File: src/rtl/sar_search_ctrl.sv
// ---------------------------------------------------------------------------
// sar_search_ctrl
//
// Successive-approximation controller. It drives a trial operand into an
// external combinational magnitude comparator and reads back lt/gt/eq. One
// result bit is resolved per clock, MSB first, to recover the unknown
// operand held on the comparator's other input.
//
// Optional feature (compile-time macro SAR_EARLY_EXIT_EN):
//   defined   - a decided eq ends the search at once (lower bits stay 0)
//   undefined - eq only keeps the bit; the search always runs WIDTH steps
//
// Ports:
//   clk      in   rising-edge clock
//   rst_n    in   asynchronous active-low reset
//   start    in   request a search (sampled only in IDLE)
//   cmp_lt   in   comparator: a <  trial
//   cmp_gt   in   comparator: a >  trial
//   cmp_eq   in   comparator: a == trial
//   trial    out  registered operand driven to comparator input b
//   busy     out  high while searching
//   done     out  one-cycle pulse when result is valid
//   result   out  search result, held until the next done
//   exact    out  eq was seen during the last search (valid with done)
//   cmp_err  out  lt/gt/eq not one-hot in some step (valid with done)
// ---------------------------------------------------------------------------
module sar_search_ctrl #(
    parameter int unsigned WIDTH = 16
) (
    input  logic             clk,
    input  logic             rst_n,
    input  logic             start,
    input  logic             cmp_lt,
    input  logic             cmp_gt,
    input  logic             cmp_eq,
    output logic [WIDTH-1:0] trial,
    output logic             busy,
    output logic             done,
    output logic [WIDTH-1:0] result,
    output logic             exact,
    output logic             cmp_err
);

    localparam int unsigned     IdxW     = (WIDTH > 1) ? $clog2(WIDTH) : 1;
    localparam logic [IdxW-1:0] IdxMsb   = IdxW'(WIDTH - 1);
    localparam logic [WIDTH-1:0] TrialMsb = {1'b1, {(WIDTH - 1){1'b0}}};

    typedef enum logic [1:0] {
        StIdle,
        StSearch,
        StDone
    } state_t;

    state_t           r_state;
    logic [WIDTH-1:0] r_trial;
    logic [IdxW-1:0]  r_bit_idx;
    logic             r_exact_acc;
    logic             r_err_acc;
    logic [WIDTH-1:0] r_result;
    logic             r_exact;
    logic             r_cmp_err;
    logic             r_busy;
    logic             r_done;

    logic             w_none;
    logic             w_err;
    logic             w_dec_lt;
    logic             w_last;
    logic             w_stop;
    logic [WIDTH-1:0] w_bit_mask;
    logic [WIDTH-1:0] w_trial_dec;
    logic [WIDTH-1:0] w_trial_next;
    logic             w_exact_acc;
    logic             w_err_acc;

    // Step decision: priority lt > eq > gt, and "none set" decides as lt.
    always_comb begin
        w_none       = ~(cmp_lt | cmp_gt | cmp_eq);
        w_err        = w_none | (cmp_lt & cmp_gt) | (cmp_lt & cmp_eq) | (cmp_gt & cmp_eq);
        w_dec_lt     = cmp_lt | w_none;
        w_last       = (r_bit_idx == '0);
        w_bit_mask   = WIDTH'(1) << r_bit_idx;
        w_trial_dec  = w_dec_lt ? (r_trial & ~w_bit_mask) : r_trial;
        // Next trial sets the bit just below the one being decided.
        w_trial_next = w_last ? w_trial_dec : (w_trial_dec | (w_bit_mask >> 1));
        w_exact_acc  = r_exact_acc | cmp_eq;
        w_err_acc    = r_err_acc | w_err;
    end

`ifdef SAR_EARLY_EXIT_EN
    logic w_dec_eq;

    // eq only ends the search when it is the decided outcome (lt not set).
    always_comb begin
        w_dec_eq = ~cmp_lt & cmp_eq;
        w_stop   = w_last | w_dec_eq;
    end
`else
    always_comb begin
        w_stop = w_last;
    end
`endif

    always_ff @(posedge clk or negedge rst_n) begin
        if (!rst_n) begin
            r_state     <= StIdle;
            r_trial     <= '0;
            r_bit_idx   <= '0;
            r_exact_acc <= 1'b0;
            r_err_acc   <= 1'b0;
            r_result    <= '0;
            r_exact     <= 1'b0;
            r_cmp_err   <= 1'b0;
            r_busy      <= 1'b0;
            r_done      <= 1'b0;
        end else begin
            case (r_state)
                StIdle: begin
                    r_done <= 1'b0;
                    if (start) begin
                        r_trial     <= TrialMsb;
                        r_bit_idx   <= IdxMsb;
                        r_exact_acc <= 1'b0;
                        r_err_acc   <= 1'b0;
                        r_busy      <= 1'b1;
                        r_state     <= StSearch;
                    end
                end
                StSearch: begin
                    r_exact_acc <= w_exact_acc;
                    r_err_acc   <= w_err_acc;
                    if (w_stop) begin
                        // On an early eq exit w_trial_dec equals the current trial.
                        r_trial   <= w_trial_dec;
                        r_result  <= w_trial_dec;
                        r_exact   <= w_exact_acc;
                        r_cmp_err <= w_err_acc;
                        r_busy    <= 1'b0;
                        r_done    <= 1'b1;
                        r_state   <= StDone;
                    end else begin
                        r_trial   <= w_trial_next;
                        r_bit_idx <= r_bit_idx - IdxW'(1);
                    end
                end
                StDone: begin
                    r_done  <= 1'b0;
                    r_state <= StIdle;
                end
                default: begin
                    r_busy  <= 1'b0;
                    r_done  <= 1'b0;
                    r_state <= StIdle;
                end
            endcase
        end
    end

    assign trial   = r_trial;
    assign busy    = r_busy;
    assign done    = r_done;
    assign result  = r_result;
    assign exact   = r_exact;
    assign cmp_err = r_cmp_err;

endmodule

File: config.mk
export PLATFORM = sky130hd
export DESIGN_NAME = sar_search_ctrl
export DESIGN_NICKNAME = d
export VERILOG_FILES = /design/src/rtl/sar_search_ctrl.sv
export SDC_FILE = /design/constraint.sdc
export NUM_CORES = 1
export LEC_CHECK = 0
export CORE_ASPECT_RATIO = 0.7
export CORE_MARGIN = 5
export CORE_UTILIZATION = 30
export DETAILED_ROUTE_END_ITERATION = 10
export PLACE_DENSITY = 0.55
export SLEW_MARGIN = 15
export SYNTH_ARGS = -nofsm -noshare
export SYNTH_HDL_FRONTEND = slang
export SYNTH_SLANG_ARGS = --single-unit
File: constraint.sdc
create_clock -name clk -period 3.7 [get_ports clk]
set_clock_uncertainty 0.2 [all_clocks]
set_input_delay 0.555 -clock clk [delete_from_list [all_inputs] [get_ports clk]]
set_output_delay 0.555 -clock clk [all_outputs]
set_load 0.1 [all_outputs]
### Yosys cells after proc, flatten, opt, wreduce, memory -nomap -nowiden

Index checks and enable logic that the tools add are counted.

| cells by class | value |
|---|---|
| add/subtract/negate cells | 1 |
| multipliers | 0 |
| div/mod/pow operators | 0 |
| $lt $le $gt $ge | 0 |
| equality and inequality tests | 5 |
| shifts and indexed selects | 1 |
| multiplexer cells | 18 |
| bitwise operators | 16 |
| reductions and logical operators | 8 |

Operators by type and width:

| operator | number |
|---|---|
| two-way mux 16 bit | 3 |
| one-hot mux 16 bit (2 select lines) | 1 |
| AND 16 bit | 1 |
| NOT 16 bit | 1 |
| bitwise OR 16 x 15 -> 16 bit | 1 |
| << shifter 1 x 4 -> 16 bit, first input constant | 1 |
| two-way mux 4 bit | 2 |
| bitwise OR 1 bit | 8 |
| one-hot mux 4 bit (2 select lines) | 1 |
| inequality test 2 bit, second input constant | 3 |
| AND reduction 2 bit | 3 |
| AND reduction 3 bit | 2 |
| two-way mux 1 bit | 5 |
| logical NOT 4 bit | 1 |
| two-way mux 2 bit | 2 |
| one-hot mux 1 bit (2 select lines) | 2 |
| one-hot mux 2 bit (2 select lines) | 1 |
| subtractor 4 x 1 -> 4 bit, second input constant | 1 |
| AND 1 bit | 3 |
| one-hot mux 1 bit (3 select lines) | 1 |
| equality test 2 x 1 -> 1 bit, second input constant | 1 |
| equality test 2 bit, second input constant | 1 |
| logical NOT 2 bit | 1 |
| NOT 1 bit | 2 |
| nonzero test 2 bit | 1 |

| storage, ports and cells | value |
|---|---|
| flip-flop bits (word level) | 44 |
| bits in latches | 0 |
| bits in writable memories | 0 |
| ROM bits | 0 |
| input port bits | 6 |
| output and inout port bits | 36 |
| word-level logic and storage cells | 59 |
| memories | 0 |

### Depth between registers and ports, before layout

Gate-level depths: netlist of the first run.

| logic depth | value |
|---|---|
| depth after elaboration | 8 |
| mapped depth | 7 |
| depth with buffers taken out | 6 |

### Worst setup path after synthesis of the first run

No wires, ideal clock.

| path | value |
|---|---|
| kind | register -> register |
| from | register r_bit_idx[0] |
| to | register r_result[5] (netlist: result[5]) |
| setup time | 0.126 ns |
| data arrival time | 1.688 ns |
| required time | 3.374 ns |
| slack | 1.686 ns |
| cell stages (with the launch flop) | 7 |
| buffers on the path | 1 |
| period minus slack after synthesis | 2.014 ns |
| path through | dfrtp_1 -> inv_1 -> ha_1 -> nor3b_4 -> nand2_4 -> buf_6 -> mux2_4 |

| on the way | value |
|---|---|
| cells in the longest elaborated chain, start to end | 4 |
| elaborated cells between the ends (all ways) | 6 |
| those cells by class | shift: 1; mux: 1; bitwise: 2; reduce/logical: 2 |

RTL lines:

| what | line | text |
|---|---|---|
| start: declaration | 56 | `logic [IdxW-1:0] r_bit_idx;` |
| start signal: assignment | 122 | `r_bit_idx <= IdxMsb;` |
| start signal: assignment | 143 | `r_bit_idx <= r_bit_idx - IdxW'(1);` |
| << shifter 1 x 4 -> 16 bit | 82 | `w_bit_mask = WIDTH'(1) << r_bit_idx;` |
| NOT 16 bit | 83 | `w_trial_dec = w_dec_lt ? (r_trial & ~w_bit_mask) : r_trial;` |
| AND 16 bit | 83 |  |
| two-way mux 16 bit | 83 |  |
| end signal: assignment | 135 | `r_result <= w_trial_dec;` |
| end: declaration | 59 | `logic [WIDTH-1:0] r_result;` |

Several ways; a longest one is shown, not always the timed one.
A chain may end at the register's enable or synchronous reset.

### Worst setup path in the final report of the first run

| path | value |
|---|---|
| from | register r_trial[8] (netlist: trial[8]) |
| to | output trial[8] |

RTL lines:

| what | line | text |
|---|---|---|
| start: declaration | 55 | `logic [WIDTH-1:0] r_trial;` |
| start signal: assignment | 121 | `r_trial <= TrialMsb;` |
| start signal: assignment | 134 | `r_trial <= w_trial_dec;` |
| start signal: assignment | 142 | `r_trial <= w_trial_next;` |
| end: declaration | 36 | `output logic [WIDTH-1:0] trial,` |

No word-level cell between the ends.

==> results of run 1 <==
==> placed cells by master, fill, tap and decap left out, types with 2 or more instances in the layout <==
cell type	instances
nand2b_1	6
or3b_2	2
mux2_4	4
clkbuf_8	5
dfrtp_1	44
inv_1	9
nor2_1	8
nor4_1	2
nand3_1	5
buf_4	2
o21ai_0	10
nor3_1	3
a32oi_1	14
a311oi_1	2
o21a_1	2
nor2b_1	4
ha_1	5
a21oi_1	5
nand2_1	18
mux2_2	8
clkdlybuf4s50_1	40
o311ai_0	11
o2bb2ai_1	3
==> final cells by class <==
class | count | share of cell area, %
clock inverters | 1 | 0.186
clock buffers | 6 | 2.70
repair buffers | 43 | 15.6
inverters | 9 | 1.26
multi-input cells | 128 | 34.9
flip-flops and latches | 44 | 40.9
well taps | 94 | 4.37
==> cells by family after synthesis <==
family,after synthesis,synth area share (%)
compound gates,55,19.7
simple gates,54,13.4
flops,44,51.7
buf+inv,21,4.29
mux,13,7.53
fa+ha+maj,5,2.94
xor+xnor,1,0.412
==> through the flow <==
| step | instances | utilization [%] | hold WS (ns) | setup WS, ns |
|---|---|---|---|---|
| final | 325 | 39.4 | 0.223 | 1.08 |
| after detailed placement | 318 | 38.3 | 0.278 | 1.38 |
| after global routing | 325 | 39.4 | 0.306 | 1.01 |
| after CTS | 325 | 39.4 | 0.256 | 1.04 |
| after floorplan | 193 | - | 0.0594 | 1.69 |
| after global placement | 318 | 38.3 | 0.293 | 1.38 |
==> final timing paths <==
| kind | depth (start not counted) | end | startpoint | slack [ns] |
|---|---|---|---|---|
| worst max-delay path | 1 | trial[8] | trial[8]$_DFFE_PN0P_ | 1.08 |
| worst min-delay path | 1 | result[8]$_DFFE_PN0P_ | rst_n | 0.22 |
| worst max register to register | 5 | result[5]$_DFFE_PN0P_ | r_bit_idx[0]$_DFFE_PN0P_ | 1.44 |
| worst min register to register | 1 | result[3]$_DFFE_PN0P_ | result[3]$_DFFE_PN0P_ | 0.30 |
| max in group asynchronous | 1 | result[14]$_DFFE_PN0P_ | rst_n | 2.47 |
| min in group clk | 1 | result[3]$_DFFE_PN0P_ | result[3]$_DFFE_PN0P_ | 0.30 |
==> metal layers <==
metal	global-route usage, %	part of all wire, %	wire [um]	vias to the layer above
li1	-	-	-	794
met1	19.1	54	2880	820
met2	16.3	38	2020	69
met3	4.14	7.6	404	5
met4	2.95	0.75	40	0
met5	0	0	0	-
==> sequential cells by signal, indices dropped and copies added, names as in the netlist <==
register / cells
result: 16
trial: 16
r_bit_idx: 4
r_state: 2
busy: 1
cmp_err: 1
done: 1
exact: 1
r_err_acc: 1
r_exact_acc: 1
==> impl_metrics.py, run 1 <==
metrics = {
    "outcome": {
        "outcome": "finished clean",
    },
    "clock_tree": {
        "clockRootBuffer": "clkbuf_8",
        "ctsResizeCount": 0,
        "htreeDepth": 2,
        "clock_sinks": 44,
        "hold_buffers": 0,
        "post-cts-setup-buffer-count": 0,
        "cts_buffers": 5,
        "cts_tree": "yes",
        "clk-insertion-delay-late_ns": 0.29,
        "clock_path_buffers": 2,
        "cts.clk_slew.worst_paths_ns": 0.08,
    },
    "synthesis": {
        "synth_edf_count": 0,
        "yosysSeqAreaShare_pct": 51.7,
        "ys_seq_elements": 44,
        "ys.flop_type": "dfrtp_1",
        "async_flop_share_pct": 100,
        "synth_warnings": 0,
        "synthDistinctLibCells": 39,
        "synth_area_leader_cell": "dfrtp_1",
        "synth_top_area_share_pct": 51.7,
        "syn_avg_cell_area_um2": 11.0,
        "mappedNetlistArea_mm2": 0.00213,
        "synthTopCellsByArea": "dfrtp_1 (52%), a32oi_1 (5.8%), o311ai_0 (4.5%)",
        "synth_commonest_cells": "dfrtp_1 (44), nand2_1 (18), a32oi_1 (14)",
        "synth_nets": 204,
        "synth.most_common_cell": "dfrtp_1",
        "synthCells": 193,
    },
    "global_routing": {
        "overflow": 0,
        "antenna_found_initial": 0,
        "grt_max_degree": 45,
        "grt_pass1_wl_mm": 8.85,
        "grt_usage_pct": 12.4,
        "grt_pass1_vias": 1633,
    },
    "drt": {
        "routed_wl_mm": 5.34,
        "vias": 1688,
        "avgRoutedWirePerCell_um": 16.4,
        "drt_pre_antenna_iters": 4,
        "antenna_left": 0,
        "viasPerCell": 5.19,
        "route.detailed.drc": 0,
        "drtIter0Drc": 75,
    },
    "floorplan": {
        "rows": 25,
        "die_y_um": 80.5,
        "start_util_pct": 31.2,
        "dieArea_mm2": 0.00891,
        "die_w_um": 111,
        "fp.coreArea_mm2": 0.00682,
        "io_pins": 42,
    },
    "sta": {
        "hold_viol": 0,
        "worst_slew_pin_slew_ns": 0.988,
        "fin_crit_sh_pct": 70.8,
        "fin_crit_ns": 2.62,
        "max_slew_margin_pct": 33.9,
        "setup_viol": 0,
        "rsz0062_at_grt": "no",
        "fmaxAchievable_ghz": 0.382,
        "drv_slew": 0,
        "finalSetupTns_ns": 0,
    },
    "finish": {
        "regArea_mm2": 0.00110,
        "n_fill_cell": 706,
        "finalInstanceArea_mm2": 0.00269,
        "drive_gt1_share_pct": 12.1,
        "synthToLayoutAreaGrowth_pct": 26.3,
        "fin_nets": 242,
        "multi_input_area_um2": 938,
        "diodes": 0,
    },
    "place": {
        "io_buffers": 41,
        "dp_hpwl_mm": 3.74,
        "placed_cell_area_mm2": 0.00261,
        "place_congestion": 0.755,
    },
    "job": {
        "cap_violations": 0,
    },
    "min_path": {
        "hp-class": "in2async",
    },
    "critical_path": {
        "critical_path_required_ns": 2.94,
        "crit_slowest_cell": "clkdlybuf4s50_1",
        "path_cells": "clkdlybuf4s50_1",
        "crit_path_end_kind": "output pin",
        "crit_buf_inv": 1,
        "crit_path_max_fanout": 4,
        "worstSetupStartpointType": "flop",
        "critPathKind": "reg2out",
        "slowest_delay_ns": 1.16,
        "cp.arrival_ns": 1.87,
        "cpLargestDelayFamily": "buffers and inverters",
    },
}
Power of run 1 is left out: the tool's default activity adds up to more than one toggle a clock period on the data nets, which glitch-free logic cannot reach.
==> inputs of run 2 (changes only) <==
- PLACE_DENSITY: 0.55 -> 0.57
- clock period: 3.7 -> 2.4 ns (I/O delays scaled with it)
==> impl_metrics.py, run 2 (synthesis gave the netlist of run 1 again) <==
metrics = {
    "outcome": {
        "outcome": "finished clean",
    },
    "global_routing": {
        "grt_max_degree": 45,
        "grt_pass1_vias": 1633,
        "grt_pass1_wl_mm": 8.98,
        "grt_usage_pct": 12.5,
        "overflow": 0,
        "antenna_found_initial": 0,
    },
    "critical_path": {
        "worstSetupStartpointType": "flop",
        "crit_path_max_fanout": 8,
        "critPathKind": "reg2reg",
        "critical_path_required_ns": 2.38,
        "worstSetupStartpoint": "r_bit_idx[0]$_DFFE_PN0P_",
        "crit_path_end_kind": "flop",
        "worstReg2RegStart": "r_bit_idx[0]$_DFFE_PN0P_",
        "cp.arrival_ns": 2.12,
    },
    "clock_tree": {
        "htreeDepth": 2,
        "clock_path_buffers": 2,
        "clockRootBuffer": "clkbuf_8",
        "post-cts-setup-buffer-count": 0,
        "cts.clk_slew.worst_paths_ns": 0.09,
        "clock_sinks": 44,
        "cts_tree": "yes",
        "cts_buffers": 5,
        "clk-insertion-delay-late_ns": 0.30,
        "ctsResizeCount": 0,
    },
    "sta": {
        "worst_slew_pin_slew_ns": 0.515,
        "hold_ws_ns": 0.295,
        "max_slew_margin_pct": 65.7,
        "fmaxAchievable_ghz": 0.467,
        "hold_viol": 0,
        "fin_crit_sh_pct": 89.2,
        "setup_viol": 0,
        "finalSetupTns_ns": 0,
        "drv_slew": 0,
        "rsz0062_at_grt": "no",
        "fin_crit_ns": 2.14,
    },
    "place": {
        "place_congestion": 0.809,
        "io_buffers": 41,
        "dp_hpwl_mm": 3.69,
    },
    "min_path": {
        "hp-class": "reg2reg",
        "hp-start": "result[1]$_DFFE_PN0P_",
    },
    "finish": {
        "drive_gt1_share_pct": 29.2,
        "synthToLayoutAreaGrowth_pct": 24.7,
        "utilization_pct": 38.9,
        "diodes": 0,
        "layout_common_cells": "dfrtp_1 (44), buf_4 (40), nand2_1 (18), a32oi_1 (14), o311ai_0 (11)",
        "multi_input_area_um2": 938,
        "regArea_mm2": 0.00110,
        "fin_nets": 246,
        "n_fill_cell": 675,
        "final_common_cell": "dfrtp_1",
    },
    "floorplan": {
        "rows": 25,
        "fp.coreArea_mm2": 0.00682,
        "dieArea_mm2": 0.00891,
        "io_pins": 42,
        "start_util_pct": 31.2,
        "die_w_um": 111,
        "die_y_um": 80.5,
    },
    "job": {
        "cap_violations": 0,
    },
    "drt": {
        "avgRoutedWirePerCell_um": 16.4,
        "drt_pre_antenna_iters": 4,
        "route.detailed.drc": 0,
        "antenna_left": 0,
        "drtIter0Drc": 89,
        "routed_wl_mm": 5.41,
        "vias": 1690,
        "viasPerCell": 5.12,
    },
}
==> run 2: worst max-delay path, stage by stage (launching register included) <==
cell and delay, ns:
dfrtp_1 0.45, inv_1 0.15, ha_1 0.33, or3b_2 0.60, o21ai_0 0.20, o21ai_0 0.10
==> run 2: metal layers <==
layer,global-route usage [%],up-vias,share of wire (%)
met5,0,-,0
met4,1.85,0,0.24
met3,4.37,2,7.9
met2,16.0,70,37
met1,19.8,813,55
li1,-,805,-
==> run 2: cell type report <==
class,instances,area share (%)
sequential,44,41.5
multi-input combinational,128,35.4
timing repair buffer,47,14.1
tap,94,4.43
clock buffer,5,2.59
inverter,9,1.27
clock inverter,3,0.707
==> run 2: metrics by stage <==
step	setup WS, ns	instances	instance area (um^2)
6_report	0.259	330	2650
5_1_grt	0.114	330	2650
4_1_cts	0.264	330	2650
3_5_place_dp	0.265	321	2560
3_3_place_gp	0.357	321	2560
2_1_floorplan	0.386	193	2130
==> run 2: path summary, 6_finish.rpt <==
| check | to | slack, ns | depth (start not counted) |
|---|---|---|---|
| max reg2reg | result[0]$_DFFE_PN0P_ | 0.26 | 5 |
| max | result[0]$_DFFE_PN0P_ | 0.26 | 5 |
| min reg2reg | result[1]$_DFFE_PN0P_ | 0.30 | 1 |
| max in group asynchronous | done$_DFFE_PN0P_ | 1.40 | 3 |
| min | result[1]$_DFFE_PN0P_ | 0.30 | 1 |
| min in group asynchronous | result[15]$_DFFE_PN0P_ | 0.37 | 3 |
==> run 2: what timing repair did <==
item	in CTS	in global routing
setup endpoints to repair	0	0
hold buffers	1	0
endpoints found under the hold margin	44	0
Power of run 2 is left out for the same reason.
